==> src/rtl/dma_pkg.sv <==
// Shared types and defaults for the DMA datapath blocks.
package dma_pkg;

  localparam int DMA_DATA_WIDTH    = 32;
  localparam int DMA_FIFO_DEPTH    = 32;
  localparam int DMA_ARB_MAX_BURST = 16;

  typedef enum logic {
    IDLE   = 1'b0,
    LOCKED = 1'b1
  } dma_arb_state_e;

  typedef logic [$clog2(DMA_FIFO_DEPTH):0] dma_fifo_lvl_t;

endpackage

==> src/rtl/dma_rr_pick.sv <==
// Combinational round-robin picker: first set request after ptr_i, wrapping.
module dma_rr_pick #(
  parameter  int N  = 4,
  localparam int IW = (N > 1) ? $clog2(N) : 1
) (
  input  logic [N-1:0]  req_i,
  input  logic [IW-1:0] ptr_i,
  output logic [N-1:0]  gnt_o,
  output logic [IW-1:0] idx_o,
  output logic          valid_o
);

  logic [IW-1:0] cand;

  always_comb begin
    gnt_o   = '0;
    idx_o   = '0;
    valid_o = 1'b0;
    cand    = '0;
    for (int i = 1; i <= N; i++) begin
      cand = IW'((int'(ptr_i) + i) % N);
      if (!valid_o && req_i[cand]) begin
        valid_o     = 1'b1;
        gnt_o[cand] = 1'b1;
        idx_o       = cand;
      end
    end
  end

endmodule

==> src/rtl/dma_fifo_wr_arb.sv <==
// Write-side scheduler for the shared DMA data FIFO: round-robin burst grants,
// admitted only when a full MAX_BURST is guaranteed to fit.
module dma_fifo_wr_arb
  import dma_pkg::*;
#(
  parameter  int N_REQ        = 4,
  parameter  int WIDTH        = DMA_DATA_WIDTH,
  parameter  int SLOTS        = DMA_FIFO_DEPTH,
  parameter  int MAX_BURST    = DMA_ARB_MAX_BURST,
  parameter  int AFULL_THRESH = SLOTS - 4,
  localparam int LW           = $clog2(SLOTS) + 1,
  localparam int IW           = $clog2(N_REQ),
  localparam int BW           = $clog2(MAX_BURST) + 1
) (
  input  logic                   clk,
  input  logic                   rst,
  input  logic                   clear_i,
  input  logic [N_REQ-1:0]       req_valid_i,
  input  logic [N_REQ-1:0]       req_last_i,
  input  logic [N_REQ*WIDTH-1:0] req_data_i,
  output logic [N_REQ-1:0]       req_ready_o,
  output logic                   fifo_write_o,
  output logic [WIDTH-1:0]       fifo_data_o,
  input  logic                   fifo_full_i,
  input  logic                   fifo_read_i,
  input  logic                   fifo_empty_i,
  output logic [N_REQ-1:0]       grant_o,
  output logic [LW-1:0]          level_o,
  output logic                   afull_o
);

  // state  | meaning
  // IDLE   | no owner; arbitrate when a whole burst fits
  // LOCKED | grant_q owns the write port until last beat or MAX_BURST
  dma_arb_state_e   state_q;
  logic [N_REQ-1:0] grant_q;
  logic [IW-1:0]    gidx_q;
  logic [IW-1:0]    rr_ptr_q;
  logic [BW-1:0]    beat_cnt_q;
  logic [LW-1:0]    level_q, level_d;
  logic             afull_q;

  logic [WIDTH-1:0] req_lane [N_REQ];
  logic [N_REQ-1:0] pick_gnt;
  logic [IW-1:0]    pick_idx;
  logic             pick_valid;
  logic [LW:0]      start_sum;
  logic             start_ok;
  logic             locked;
  logic             rd_dec;
  logic             last_beat;

  for (genvar gi = 0; gi < N_REQ; gi++) begin : g_lane
    assign req_lane[gi] = req_data_i[gi*WIDTH +: WIDTH];
  end

  dma_rr_pick #(.N(N_REQ)) u_pick (
    .req_i   (req_valid_i),
    .ptr_i   (rr_ptr_q),
    .gnt_o   (pick_gnt),
    .idx_o   (pick_idx),
    .valid_o (pick_valid)
  );

  // One bit wider so level + MAX_BURST cannot wrap.
  assign start_sum = {1'b0, level_q} + (LW+1)'(MAX_BURST);
  assign start_ok  = (start_sum <= (LW+1)'(SLOTS));
  assign locked    = (state_q == LOCKED) && !clear_i;
  assign rd_dec    = fifo_read_i & ~fifo_empty_i;
  assign last_beat = req_last_i[gidx_q] | (beat_cnt_q == BW'(MAX_BURST - 1));

  always_comb begin
    req_ready_o  = '0;
    fifo_write_o = 1'b0;
    fifo_data_o  = '0;
    if (locked) begin
      req_ready_o  = grant_q & {N_REQ{~fifo_full_i}};
      fifo_write_o = req_valid_i[gidx_q] & ~fifo_full_i;
      if (fifo_write_o) fifo_data_o = req_lane[gidx_q];
    end
  end

  always_comb begin
    level_d = level_q;
    case ({fifo_write_o, rd_dec})
      2'b10:   level_d = level_q + LW'(1);
      2'b01:   level_d = level_q - LW'(1);
      default: level_d = level_q;
    endcase
  end

  assign grant_o = clear_i ? '0 : grant_q;
  assign level_o = clear_i ? '0 : level_q;
  assign afull_o = clear_i ? 1'b0 : afull_q;

  always_ff @(posedge clk or posedge rst) begin
    if (rst) begin
      state_q    <= IDLE;
      grant_q    <= '0;
      gidx_q     <= '0;
      rr_ptr_q   <= IW'(N_REQ - 1);
      beat_cnt_q <= '0;
      level_q    <= '0;
      afull_q    <= 1'b0;
    end else if (clear_i) begin
      state_q    <= IDLE;
      grant_q    <= '0;
      gidx_q     <= '0;
      rr_ptr_q   <= IW'(N_REQ - 1);
      beat_cnt_q <= '0;
      level_q    <= '0;
      afull_q    <= 1'b0;
    end else begin
      level_q <= level_d;
      afull_q <= (level_d >= LW'(AFULL_THRESH));
      case (state_q)
        IDLE: begin
          if (pick_valid && start_ok) begin
            grant_q    <= pick_gnt;
            gidx_q     <= pick_idx;
            beat_cnt_q <= '0;
            state_q    <= LOCKED;
          end
        end
        LOCKED: begin
          if (fifo_write_o) begin
            if (last_beat) begin
              rr_ptr_q   <= gidx_q;
              grant_q    <= '0;
              beat_cnt_q <= '0;
              state_q    <= IDLE;
            end else begin
              beat_cnt_q <= beat_cnt_q + BW'(1);
            end
          end
        end
        default: state_q <= IDLE;
      endcase
    end
  end

  // Occupancy must stay within 0..SLOTS.
  always @(posedge clk) begin
    if (!rst && !clear_i) begin
      assert (!(fifo_write_o && !rd_dec && level_q == LW'(SLOTS)));
      assert (!(rd_dec && !fifo_write_o && level_q == '0));
    end
  end

endmodule
==> config.mk <==
export PLATFORM = sky130hd
export DESIGN_NAME = dma_fifo_wr_arb
export DESIGN_NICKNAME = d
export VERILOG_FILES = /design/src/rtl/dma_pkg.sv /design/src/rtl/dma_rr_pick.sv /design/src/rtl/dma_fifo_wr_arb.sv
export SDC_FILE = /design/constraint.sdc
export NUM_CORES = 1
export LEC_CHECK = 0
export CAP_MARGIN = 20
export CORE_ASPECT_RATIO = 0.6
export CORE_MARGIN = 3
export CORE_UTILIZATION = 37
export DETAILED_ROUTE_END_ITERATION = 7
export PLACE_DENSITY = 0.82
export SKIP_LAST_GASP = 1
export SLEW_MARGIN = 20
export SYNTH_ARGS = -nofsm -noshare
export SYNTH_HDL_FRONTEND = slang
export SYNTH_HIERARCHICAL = 1
export SYNTH_SLANG_ARGS = --single-unit
export TNS_END_PERCENT = 1
==> constraint.sdc <==
create_clock -name clk -period 4.35 [get_ports clk]
set_clock_uncertainty 0.15 [all_clocks]
set_input_delay 0.435 -clock clk [delete_from_list [all_inputs] [get_ports clk]]
set_output_delay 0.435 -clock clk [all_outputs]
set_load 0.02 [all_outputs]
# Word level (Yosys, flattened, before mapping)
# Cells that the tools add are included.
dict set report word_totals {
  reg_bits 21
  input_bits 142
  out_inout_bits 48
  word_cells 133
}
dict set report op_classes {
  n_addsub 8
  magnitude_cmp 12
  n_eq_ne 7
  mux 67
  n_bitwise 11
  n_reduce_logical 21
}
# cell count
set ops {}
lappend ops {{32-bit 2-to-1 mux} 4}
lappend ops {{32-bit binary-select mux with 2-bit select} 1}
lappend ops {{4-bit 2-to-1 mux} 10}
lappend ops {{2-bit 2-to-1 mux} 11}
lappend ops {{1-bit 2-to-1 mux} 21}
lappend ops {{5-bit 2-to-1 mux} 4}
lappend ops {{2-bit by 3-bit less-than comparator with 1-bit output (second input constant)} 5}
lappend ops {{1-bit binary-select mux with 2-bit select} 6}
lappend ops {{6-bit 2-to-1 mux} 2}
lappend ops {{4-bit OR} 3}
lappend ops {{6-bit one-hot mux with 2 select lines} 1}
lappend ops {{5-bit one-hot mux with 2 select lines} 1}
lappend ops {{1-bit logical AND} 9}
lappend ops {{1-bit demux with 2-bit select} 4}
lappend ops {{2-bit by 1-bit >= comparator with 1-bit output (second input constant)} 4}
lappend ops {{4-bit one-hot mux with 2 select lines} 1}
lappend ops {{2-bit nonzero test} 4}
lappend ops {{6-bit by 5-bit adder with 7-bit output (second input constant)} 1}
lappend ops {{7-bit by 6-bit <= comparator with 1-bit output (second input constant)} 1}
lappend ops {{6-bit by 1-bit adder with 6-bit output (second input constant)} 1}
lappend ops {{6-bit by 5-bit >= comparator with 1-bit output (second input constant)} 1}
lappend ops {{3-bit inequality test (second input constant)} 2}
lappend ops {{3-bit AND reduction} 2}
lappend ops {{6-bit by 1-bit subtractor with 6-bit output (second input constant)} 1}
lappend ops {{other kinds (17)} 26}

# Logic depth before layout (Yosys ltp)
dict set report depth {
  depth_word 17
  ltp_mapped 12
  mapped_depth_nobuf 10
}

# Modules after synthesis
# The synthesis kept the hierarchy.
# mod n_inst cells_per_inst area_each_um2 seq_area_each_um2
set by_module_without_submodules {}
lappend by_module_without_submodules {dma_fifo_wr_arb 1 236 2386.0 528.0}
lappend by_module_without_submodules {dma_rr_pick 1 68 525.5 0.0}

# Worst setup path after synthesis
# Ideal clock, no wire load.
dict set report synth_path {
  kind {register -> register}
  startpoint {reg gidx_q[0]}
  endpoint {reg afull_q}
  setup_ns 0.101
  arrival_time_ns 2.805
  required_ns 4.099
  slack_ns 1.294
  stages_incl_launch_ff 12
  n_path_buf 2
  period_less_slack_ns 3.056
  path_cell_list {dfrtp_1 buf_6 mux4_2 nand2_1 ha_1 buf_1 xor2_1 ha_1 a211oi_1 nor4_1 xnor2_1 o32ai_1}
}
dict set report synth_via {
  elab_chain_len 8
  word_cells_on_any_way 9
  classes_between {order compare (1); eq/ne (2); mux (5); bitwise (1)}
}
# item line_no
set synth_lines {}
lappend synth_lines {{start, declared} dma_fifo_wr_arb.sv:37} ;# logic [IW-1:0] gidx_q;
lappend synth_lines {{start signal, assigned} dma_fifo_wr_arb.sv:120} ;# gidx_q <= pick_idx;
lappend synth_lines {{1-bit binary-select mux with 2-bit select (*)} dma_fifo_wr_arb.sv:78} ;# fifo_write_o = req_valid_i[gidx_q] & ~fifo_full_i;
lappend synth_lines {{1-bit 2-to-1 mux (implied by the code) (*)} dma_fifo_wr_arb.sv:78}
lappend synth_lines {{1-bit bitwise AND (*)} dma_fifo_wr_arb.sv:78}
lappend synth_lines {{1-bit 2-to-1 mux (*)} dma_fifo_wr_arb.sv:76} ;# if (locked) begin
lappend synth_lines {{2-bit by 1-bit equality test with 1-bit output / 2-bit equality test (equally long branches)} dma_fifo_wr_arb.sv:85} ;# case ({fifo_write_o, rd_dec})
lappend synth_lines {{6-bit one-hot mux with 2 select lines (*)} dma_fifo_wr_arb.sv:85}
lappend synth_lines {{6-bit by 5-bit >= comparator with 1-bit output (*)} dma_fifo_wr_arb.sv:115} ;# afull_q <= (level_d >= LW'(AFULL_THRESH));
lappend synth_lines {{1-bit 2-to-1 mux (*)} dma_fifo_wr_arb.sv:105} ;# end else if (clear_i) begin
lappend synth_lines {{end signal, assigned} dma_fifo_wr_arb.sv:115}
lappend synth_lines {{end, declared} dma_fifo_wr_arb.sv:41} ;# logic afull_q;
# Mark *: on every way between the ends. The rest lies on a longest branch, timed or not. The select of a mux whose other input is x is not followed.
# A chain may end at the register's enable or synchronous reset.

# Worst setup path after layout
dict set report layout_path {
  startpoint {in req_valid_i[2]}
  endpoint {reg afull_q}
}
dict set report layout_via {
  elab_chain_len 8
  word_cells_on_any_way 9
  classes_between {order compare (1); eq/ne (2); mux (5); bitwise (1)}
}
# item line_no
set layout_lines {}
lappend layout_lines {{start, declared} dma_fifo_wr_arb.sv:18} ;# input logic [N_REQ-1:0] req_valid_i,
lappend layout_lines {{1-bit binary-select mux with 2-bit select (*)} dma_fifo_wr_arb.sv:78}
lappend layout_lines {{1-bit 2-to-1 mux (implied by the code) (*)} dma_fifo_wr_arb.sv:78}
lappend layout_lines {{1-bit bitwise AND (*)} dma_fifo_wr_arb.sv:78}
lappend layout_lines {{1-bit 2-to-1 mux (*)} dma_fifo_wr_arb.sv:76}
lappend layout_lines {{2-bit by 1-bit equality test with 1-bit output / 2-bit equality test (equally long branches)} dma_fifo_wr_arb.sv:85}
lappend layout_lines {{6-bit one-hot mux with 2 select lines (*)} dma_fifo_wr_arb.sv:85}
lappend layout_lines {{6-bit by 5-bit >= comparator with 1-bit output (*)} dma_fifo_wr_arb.sv:115}
lappend layout_lines {{1-bit 2-to-1 mux (*)} dma_fifo_wr_arb.sv:105}
# Marked as above.

==> results by group <==
Floorplan
  • Chip width: 121 um
  • Initial Util: 39.1%
  • Die H: 74.7 um
  • Num ports: 190
  • Die area: 0.00900 sq mm
  • Core area: 0.00745 sq mm
  • # rows: 24

Place
  • Placer Congestion: 0.907
  • Post-DP HPWL: 9.80 mm
  • I/O Buffers: 189
  • Placed insts: 573

Synthesis
  • Post-synthesis adder-cell area fraction: 5.59%
  • Avg Cell Area, Syn: 9.58 sq um
  • Ys Warns: 6
  • Register area share after synthesis: 18.1%
  • Post-synthesis mux area share: 30.3%
  • Xor/xnor cell area share of the yosys netlist: 2.41%
  • Post-synth cell types: 54
  • Synth Area in Compound Gates: 14.2%
  • Flops & latches, synth: 21
  • Synthesized net count: 459
  • Synth Instances: 304
  • Largest family of logic cells by synthesized area: multiplexers
  • Area share of and/or/nand/nor cells after synthesis: 22.9%
  • Mapped Area: 0.00291 sq mm

Min path
  • Worst hold path class: flop to flop
  • Min-Delay Path Depth: 2
  • Hold Path End: beat_cnt_q[4]
  • HP Start: beat_cnt_q[4]

Timing
  • Period minus WS final: 3.64 ns
  • Period utilization: 83.7%
  • Fmax: 275 MHz
  • Final Hold Vio Count: 0
  • Hold Slack: 0.338 ns
  • Setup violators final: 0
  • Tightest Pin Transition: 0.863 ns
  • Relative slew slack: 42.4%
  • Final slew viol count: 0
  • RSZ-0062 raised after global routing: no
  • Setup TNS: 0 ns

Route
  • Routed vias/inst: 5.61
  • Drt total wl: 11.9 mm
  • Iter 0 DRT Violations: 286
  • Wirelength per Cell: 20.7 um
  • Pre-antenna DRT Iters: 5
  • Vias: 3245
  • Post-route antenna net violation count: 0
  • Residual DRC: 0

Worst setup path
  • Cell Chain, Critical Path: clkdlybuf4s50_1, mux4_2, nand2_1, ha_1, xor2_1, ha_1, a211oi_1, nor4_1, xnor2_1, o32ai_1
  • CP arrival: 3.64 ns
  • CP Launch Type: primary input
  • Buffers & Inverters on Critical Path: 1
  • Crit-path max FO: 14
  • Worst Path Required: 4.35 ns
  • Type of the worst setup path: primary input to flop
  • R2R Path Start: gidx_q[0]
  • Crit path max-delay family: adder cells
  • Slowest-stage cell, CP: clkdlybuf4s50_1
  • CP endpoint kind: flop
  • CP Depth: 10
  • R2R Setup Slk: 1.16 ns
  • R2R depth: 9
  • Worst path most repeated cell: ha_1
  • Worst r2r dst: afull_q
  • CP peak stage delay: 0.60 ns

Status
  • Outcome: finished, final reports clean

GRT
  • Largest net degree at the start of global routing: 37
  • Initial antenna violation count: 2
  • Number of global-route vias before repair: 3298
  • Global-route wire length before repair: 18.4 mm
  • Tot GR Track Use: 26.6%
  • Global route overflow: 0

Finish
  • Post-Layout Cell Count: 578
  • Commonest non-fill, non-tap cell in the layout: clkdlybuf4s50_1
  • Share of layout cells above drive strength 1: 14.0%
  • Area Growth Syn to Fin: 68.5%
  • Fin util: 65.9%
  • Final net count: 629
  • Most frequent cells in the layout: 189 x clkdlybuf4s50_1, 35 x mux4_2, 35 x and3_1

CTS
  • Num CTS Buffers: 3
  • Root Driver: clkbuf_16
  • H-tree levels: 1
  • Clk sinks: 21
  • Max Root-Sink Buffers: 2
  • Setup Buffers After CTS: 0
  • Cts hold-fix bufs: 0
  • Clk Latency, worst-skew pair: 0.26 ns
  • TritonCTS clock tree: done
  • Clock transition at the registers of the reported paths: 0.06 ns
  • CTS-repair resized insts: 0

Pwr
  • Power per cell area: 169 mW/mm^2
  • VDD IR max: 0.168 mV
  • Lkg Pwr: 1.94 nW

Job
  • Maxcap violations: 0
[registers in the layout (all words and copies together) (netlist names)]
name        cells
rr_ptr_q        2
beat_cnt_q      5
level_q         6
grant_q         4
afull_q         1
state_q         1
gidx_q          2
[metrics by stage]
stage / area [sq um] / setup WS [ns] / power, mW
3_5_place_dp: 4820 / 0.499 / 0.632
4_1_cts: 4900 / 0.757 / 0.830
5_1_grt: 4900 / 0.480 / 0.872
6_report: 4900 / 0.709 / 0.827
3_3_place_gp: 4820 / 0.772 / 0.622
2_1_floorplan: 2910 / 1.29 / 0.440
[how the worst max path moves through the flow]
stage / slack [ns] / to / startpoint
6_report: 0.71 / afull_q / req_valid_i[2]
5_1_grt: 0.48 / afull_q / req_valid_i[2]
4_1_cts: 0.76 / afull_q / req_valid_i[2]
3_5_place_dp: 0.50 / afull_q / req_valid_i[2]
3_3_place_gp: 0.77 / afull_q / req_valid_i[2]
2_1_floorplan: 1.29 / afull_q / gidx_q[0]
[worst reg2reg max path, delay by kind of cell, from the launching register on]
family | cells | cell delay, ns
AO/OA/AOI/OAI | 2 | 0.42
XOR/XNOR | 2 | 0.35
adder cells (fa/ha/maj) | 2 | 0.73
flip-flops | 1 | 0.37
multiplexers | 1 | 0.52
AND/OR/NAND/NOR | 2 | 0.55
[synth_stat cells, drive strengths merged]
library cell | count | share of area [%]
ha | 13 | 5.6
nand3 | 3 | 0.52
or4b | 1 | 0.47
o41ai | 1 | 0.30
a211o | 3 | 0.90
dfstp | 2 | 1.8
o32ai | 2 | 0.60
inv | 10 | 1.3
a21boi | 2 | 0.52
xnor2 | 2 | 0.60
nor4 | 2 | 0.43
and2 | 4 | 0.86
a21oi | 16 | 2.9
a31oi | 2 | 0.43
or2 | 1 | 0.22
or3b | 2 | 0.60
a221o | 4 | 1.4
nand2 | 29 | 3.7
nor2 | 20 | 2.7
nand2b | 5 | 1.1
clkbuf | 18 | 2.3
and3 | 35 | 7.5
a311o | 1 | 0.34
nor3b | 2 | 0.69
dfrtp | 19 | 16
a31o | 4 | 1.2
xor2 | 6 | 1.8
o22ai | 1 | 0.43
nand3b | 1 | 0.26
mux2 | 1 | 0.39
o31a | 1 | 0.30
buf | 11 | 2.8
o22a | 1 | 0.30
nand4 | 1 | 0.22
nor2b | 13 | 2.8
o21ai | 13 | 2.6
a221oi | 2 | 0.82
a211oi | 3 | 1.2
nor3 | 5 | 0.86
mux2i | 7 | 2.8
mux4 | 35 | 27
[layer usage]
layer	up-vias	track usage [%]	wire length [um]
met5	-	0	7
met3	8	8.11	1020
li1	1489	-	-
met2	137	45.9	5830
met4	2	4.52	131
met1	1609	34.2	4940
[report_power, final]
group	switching, mW	internal, mW
registers	0.0177	0.206
clock network	0.0721	0.123
logic	0.163	0.244
total	0.253	0.574
[cell families after synthesis]
group / after synthesis
muxes: 43
xor gates and xnor gates: 8
adders and majority gates: 13
and+or+nand+nor: 124
AOI/OAI and AO/OA: 56
DFF: 21
buffers and inverters: 39
[cell type report]
class                      instances  area (sq um)
fill                             618          2540
multi-input combinational        244          2200
timing repair buffer             194          1930
sequential                        21           529
tap                              104           130
clock buffer                       3          75.1
inverter                          10          37.5
clock inverter                     1          5.00
antenna                            1          2.50
No activity file was read; power rests on OpenSTA's default activity.
